### src/rtl/deco_scan.sv
// Registered N-to-2^N one-hot decoder with enable, address load and an
// auto-scan sequencer that holds each position for DWELL clocks.
module deco_scan #(
  parameter int unsigned N     = 3,
  parameter int unsigned DWELL = 4
) (
  input  logic              clk,
  input  logic              rst,
  input  logic              en,
  input  logic              mode,
  input  logic              load,
  input  logic [N-1:0]      a,
  output logic [(1<<N)-1:0] y,
  output logic [N-1:0]      idx,
  output logic              wrap
);

  localparam int unsigned M  = 1 << N;
  localparam int unsigned CW = (DWELL > 1) ? $clog2(DWELL) : 1;
  localparam logic [CW-1:0] CNT_LAST = CW'(DWELL - 1);

  logic [CW-1:0] cnt;
  logic [N-1:0]  idx_nxt;

  function automatic logic [M-1:0] onehot(input logic [N-1:0] k);
    logic [M-1:0] v;
    v    = '0;
    v[k] = 1'b1;
    return v;
  endfunction

  always_comb begin
    idx_nxt = idx + N'(1);
  end

  // Priority: disable, then load (either mode), then direct, then scan step/count.
  always_ff @(posedge clk or posedge rst) begin
    if (rst) begin
      idx  <= '0;
      cnt  <= '0;
      y    <= '0;
      wrap <= 1'b0;
    end else if (!en) begin
      y    <= '0;
      cnt  <= '0;
      wrap <= 1'b0;
    end else if (load) begin
      idx  <= a;
      y    <= onehot(a);
      cnt  <= '0;
      wrap <= 1'b0;
    end else if (!mode) begin
      y    <= onehot(idx);
      cnt  <= '0;
      wrap <= 1'b0;
    end else if (cnt == CNT_LAST) begin
      cnt  <= '0;
      idx  <= idx_nxt;
      y    <= onehot(idx_nxt);
      wrap <= (idx == '1);
    end else begin
      cnt  <= cnt + CW'(1);
      y    <= onehot(idx);
      wrap <= 1'b0;
    end
  end

endmodule

### config.mk
export PLATFORM = sky130hd
export DESIGN_NAME = deco_scan
export DESIGN_NICKNAME = d
export VERILOG_FILES = /design/src/rtl/deco_scan.sv
export SDC_FILE = /design/constraint.sdc
export NUM_CORES = 1
export LEC_CHECK = 0
export BUFFER_PORTS_ARGS = -buffer_cell sky130_fd_sc_hd__buf_2
export CAP_MARGIN = 10
export CORE_MARGIN = 3
export CORE_UTILIZATION = 45
export DETAILED_ROUTE_END_ITERATION = 16
export PLACE_DENSITY = 0.76
export SETUP_SLACK_MARGIN = 0.05
export SYNTH_ARGS = -nofsm -noshare
export SYNTH_HDL_FRONTEND = slang
export SYNTH_SLANG_ARGS = --single-unit
### constraint.sdc
create_clock -name clk -period 3.3 [get_ports clk]
set_clock_uncertainty 0.2 [all_clocks]
set_input_delay 0.33 -clock clk [delete_from_list [all_inputs] [get_ports clk]]
set_output_delay 0.33 -clock clk [all_outputs]
set_load 0.02 [all_outputs]
* Word-level counts from Yosys, hierarchy flattened
Cells that the tools add are included.
** Storage, ports and cells
- Logic and storage cells :: 41
- Register bits after elaboration :: 14
- Output and inout port bits :: 12
- Input bits :: 8
** Cells by class
- Add/subtract/negate cells :: 2
- Muxes and demuxes :: 21
- Order comparisons :: 6
- Reductions and logical operators :: 6
- Equality and inequality tests :: 2
** Operators with widths (number)
- $mux 8 :: 4
- $lt 3x4->1 const B :: 3
- $demux 1 s3 :: 3
- $ge 3x1->1 const B :: 3
- $mux 3 :: 3
- $mux 2 :: 4
- $mux 1 :: 7
- $reduce_bool 2->1 :: 2
- $add 3x1->3 const B :: 1
- $eq 3x3->1 const B :: 1
- $logic_and 1x1->1 :: 3
- $reduce_and 3->1 :: 1
- $add 2x1->2 const B :: 1
- $eq 2x2->1 const B :: 1

* Longest topological paths before layout
- Depth in word-level cells :: 9
- Mapped depth :: 5
- Depth with buffers taken out :: 5

* Worst setup path before layout
OpenSTA, ideal clock, no wires.
- Path type :: register -> register
- Start point :: register idx[0]
- End point :: register y[1]
- Stages on the path, launching flop included :: 6
- Clock period less this slack :: 1916 ps
- Arrival :: 1616 ps
- Setup time :: 101 ps
- Setup slack :: 1384 ps
- Required time :: 2999 ps
- Buffers on the path :: 0
- Path through :: dfrtp_1 ha_1 ha_1 and4bb_2 mux2i_1 o32ai_1
** On the way
- Cells in the longest elaborated chain, start to end :: 9
- Elaborated cells between the ends (all ways) :: 15
- Classes of those cells :: add/sub: 1; order compare: 4; mux: 8; reduce/logical: 2
** RTL lines
- start: declaration :: line 14 : output logic [N-1:0] idx,
- start signal: assignment :: line 58 : idx <= idx_nxt;
- $add 3x1->3 :: line 33 : idx_nxt = idx + N'(1);
- $lt 3x4->1 (implied by the code) or $ge 3x1->1 (tied branches) :: line 28 : v[k] = 1'b1;
- $logic_and 1x1->1 (implied by the code) :: line 28
- $mux 1 (implied by the code) :: line 28
- $demux 1 s3 :: line 28
- $mux 8 :: line 56 : end else if (cnt == CNT_LAST) begin
- $mux 8 * :: line 52 : end else if (!mode) begin
- $mux 8 * :: line 47 : end else if (load) begin
- $mux 8 * :: line 43 : end else if (!en) begin
- end signal: assignment :: line 49 : y <= onehot(a);
- end signal: assignment :: line 53 : y <= onehot(idx);
- end signal: assignment :: line 59 : y <= onehot(idx_nxt);
- end: declaration :: line 13 : output logic [(1<<N)-1:0] y,
Every way passes the cells marked *; elsewhere a longest branch is shown, timed or not.
A chain may end at the register's enable or synchronous reset.

* Worst setup path in the final report
Ends and elaborated chain as after synthesis.

==> impl_metrics.ini <==
[placement]
hpwl_mm = 1.36
gp_congestion = 0.908
port_buffers = 19

[power]
p_clk_frac = 0.245
comb_power_share = 0.256
switching_share = 0.320
powerDensity_nw_per_um2 = 420
p_int_uw = 262
power.share.sequential = 0.500
irDropWorstVdd_mv = 0.169
p_sw_uw = 124
power.leakage_uw = 0.000450

[route]
first_iter_violations = 34
viasPerCell = 6.26
dr.pass1.iters = 4
drc = 0
postRouteAntennaNets = 0
routedWlPerCell_um = 16.1
routed_wl_mm = 1.85
vias = 720

[clock_network]
cts.sinks = 14
numCtsBuffers = 3
cts-root-buf = clkbuf_4
htreeDepth = 1
clk_pin_slew_ns = 0.08
insertion_delay_ns = 0.28
cts_buffer_depth = 2
cts_tree = yes

[synthesis]
ys_seq_area_frac = 0.442
netlist_area_um2 = 793
avgSynthCellArea_um2 = 10.2
syn_inst = 78
synth.net_count = 89
yosysUniqueCellTypes = 34
yosys_warnings = 0
synth-seq-cells = 14

[cells_and_area]
diodes = 0
num-fill-cells = 130
drive_gt1_frac = 0.273
final_nets = 112
area_delta_synth_final_pct = 15.8

[critical_path]
cp_cell_sequence = ha_1, ha_1, and4bb_2, mux2i_1, o32ai_1
crit_path_top_delay_cell = dfrtp_1
path_max_fanout = 8
worstPathRequired_ns = 3.28
crit_type = flip-flop to flip-flop
setup.worst_path.end_class = flip-flop
slowest_delay_ns = 0.45
start_kind = flip-flop
critPathArrivalTime_ns = 1.95
crit_top_cell = ha_1

[sta]
finalSetupTns_ns = 0
hold_viol_final = 0
max_slew_margin = 0.664
worstMarginPinSlew_ns = 0.503
final-setup-viol-count = 0
maxSlewViolCount = 0
fin_crit_sh = 0.597
fmax_ghz = 0.508
finalCriticalPeriod_ns = 1.97
rsz0062_at_grt = false
whs_ns = 0.126

[grt]
grt_pass1_wl_mm = 2.73
grt_pass1_vias = 591
grt.total_usage = 0.174
grt_max_degree = 15
antenna_found_initial = 0
grt_overflow_total = 0

[die]
ios = 20
fp.dieW_um = 48.0
dieArea_um2 = 2300
rows = 14
coreArea_um2 = 1580
die_y_um = 48.0
start_util = 0.503

[outcome]
status = completed

[run]
cap_violations = 0

[worst_hold_path]
holdCritPathClass = input port to flip-flop
-- layout make-up --
type                    instances  area (um2)  area share
clock buffers                   3        22.5      0.0245
well taps                      16        20.0      0.0218
multi-input cells              57         402       0.437
inverters                       5        18.8      0.0204
repair buffers                 20         105       0.114
flip-flops and latches         14         350       0.381
-- metal layers --
layer	part of all wire	vias up	routed length [um]	global-route usage
li1	-	341	-	-
met2	0.46	47	843	0.251
met5	0	-	0	0
met1	0.44	329	811	0.244
met3	0.087	3	160	0.0263
met4	0.017	0	32	0.102
-- power groups by stage --
stage / Sequential (uW) / Combinational (uW) / Clock, uW
6_report: 193 / 98.8 / 94.5
5_1_grt: 195 / 106 / 103
4_1_cts: 193 / 96.8 / 96.1
3_5_place_dp: 196 / 95.2 / 0
3_3_place_gp: 195 / 93.6 / 0
2_1_floorplan: 209 / 51.4 / 0
-- worst paths after layout --
check	startpoint	end	slack [ns]	depth (start not counted)
min in group asynchronous	rst	cnt[1]	0.41	3
max in group asynchronous	rst	y[1]	2.15	3
worst max register to register	idx[0]	y[1]	1.33	5
worst min-delay path	mode	cnt[0]	0.13	3
worst min register to register	cnt[0]	cnt[0]	0.24	1
worst max-delay path	idx[0]	y[1]	1.33	5
-- timing repair --
item                      CTS  global route
gates resized for setup     0             0
buffers inserted            0             0
hold endpoints to repair   14             0
hold buffers                1             0
-- cells in the mapped netlist --
master     instances  area, um2
a211oi_1           2       15.0
a21oi_1            1       5.00
a221oi_1           2       17.5
a22oi_1            1       7.51
a2bb2oi_1          2       17.5
and2_1             1       6.26
and2b_2            1       8.76
and3_1             2       12.5
and3b_1            1       8.76
and4bb_2           1       12.5
buf_6              2       22.5
dfrtp_1           14        350
ha_1               3       37.5
inv_1              5       18.8
mux2i_1            1       10.0
nand2_1            3       11.3
nand2b_1           2       12.5
nand3_1            3       15.0
nand3b_1           4       30.0
nand4_1            1       6.26
nand4b_1           1       8.76
nor2_1             4       15.0
nor3_1             3       15.0
nor3b_1            2       15.0
nor4_1             1       6.26
o21ai_0            3       15.0
o21ba_2            1       10.0
o221ai_1           3       26.3
o22ai_1            2       12.5
o31ai_1            1       7.51
o32ai_1            1       8.76
or2_2              2       12.5
or3_1              1       6.26
or3b_1             1       8.76
-- cell families after synthesis --
| group | count (synthesis) | share of synthesized area |
|---|---|---|
| simple gates | 34 | 0.267 |
| buf+inv | 7 | 0.0521 |
| flops | 14 | 0.442 |
| compound gates | 19 | 0.180 |
| mux | 1 | 0.0126 |
| fa+ha+maj | 3 | 0.0473 |
-- flip-flops by register name, summed over array words and instances (netlist names) --
signal / count
cnt: 2
idx: 3
wrap: 1
y: 8
-- critical path, delay by kind of cell (launching register included) --
| family | cells | cell delay, ns |
|---|---|---|
| AO/OA/AOI/OAI | 1 | 0.24 |
| adder cells (fa/ha/maj) | 2 | 0.58 |
| flip-flops | 1 | 0.45 |
| multiplexers | 1 | 0.07 |
| AND/OR/NAND/NOR | 1 | 0.32 |
-- cell usage in the layout (no fill, tap or decap), types with 2 or more instances in the layout --
cell type / Yosys / routed
a221oi_1: 2 / 2
clkbuf_4: 0 / 3
inv_1: 5 / 5
and3_1: 2 / 2
a211oi_1: 2 / 2
o22ai_1: 2 / 2
o21ai_0: 3 / 3
o221ai_1: 3 / 3
dfrtp_1: 14 / 14
nand2b_1: 2 / 2
nand2_1: 3 / 3
ha_1: 3 / 3
nor2_1: 4 / 4
buf_2: 0 / 19
nor3b_1: 2 / 2
nand3_1: 3 / 3
nor3_1: 3 / 3
a2bb2oi_1: 2 / 2
nand3b_1: 4 / 4
or2_2: 2 / 2
-- metrics by stage --
step	cells	power [uW]	worst slack [ns]	instance area, um2	utilization
after floorplan	78	260	1.38	793	-
after global placement	111	289	1.42	886	0.562
after detailed placement	111	291	1.37	886	0.562
after CTS	115	385	1.33	918	0.583
after global routing	115	403	1.26	918	0.583
final	115	386	1.33	918	0.583
Note: power is estimated with default switching activity, not from simulation.
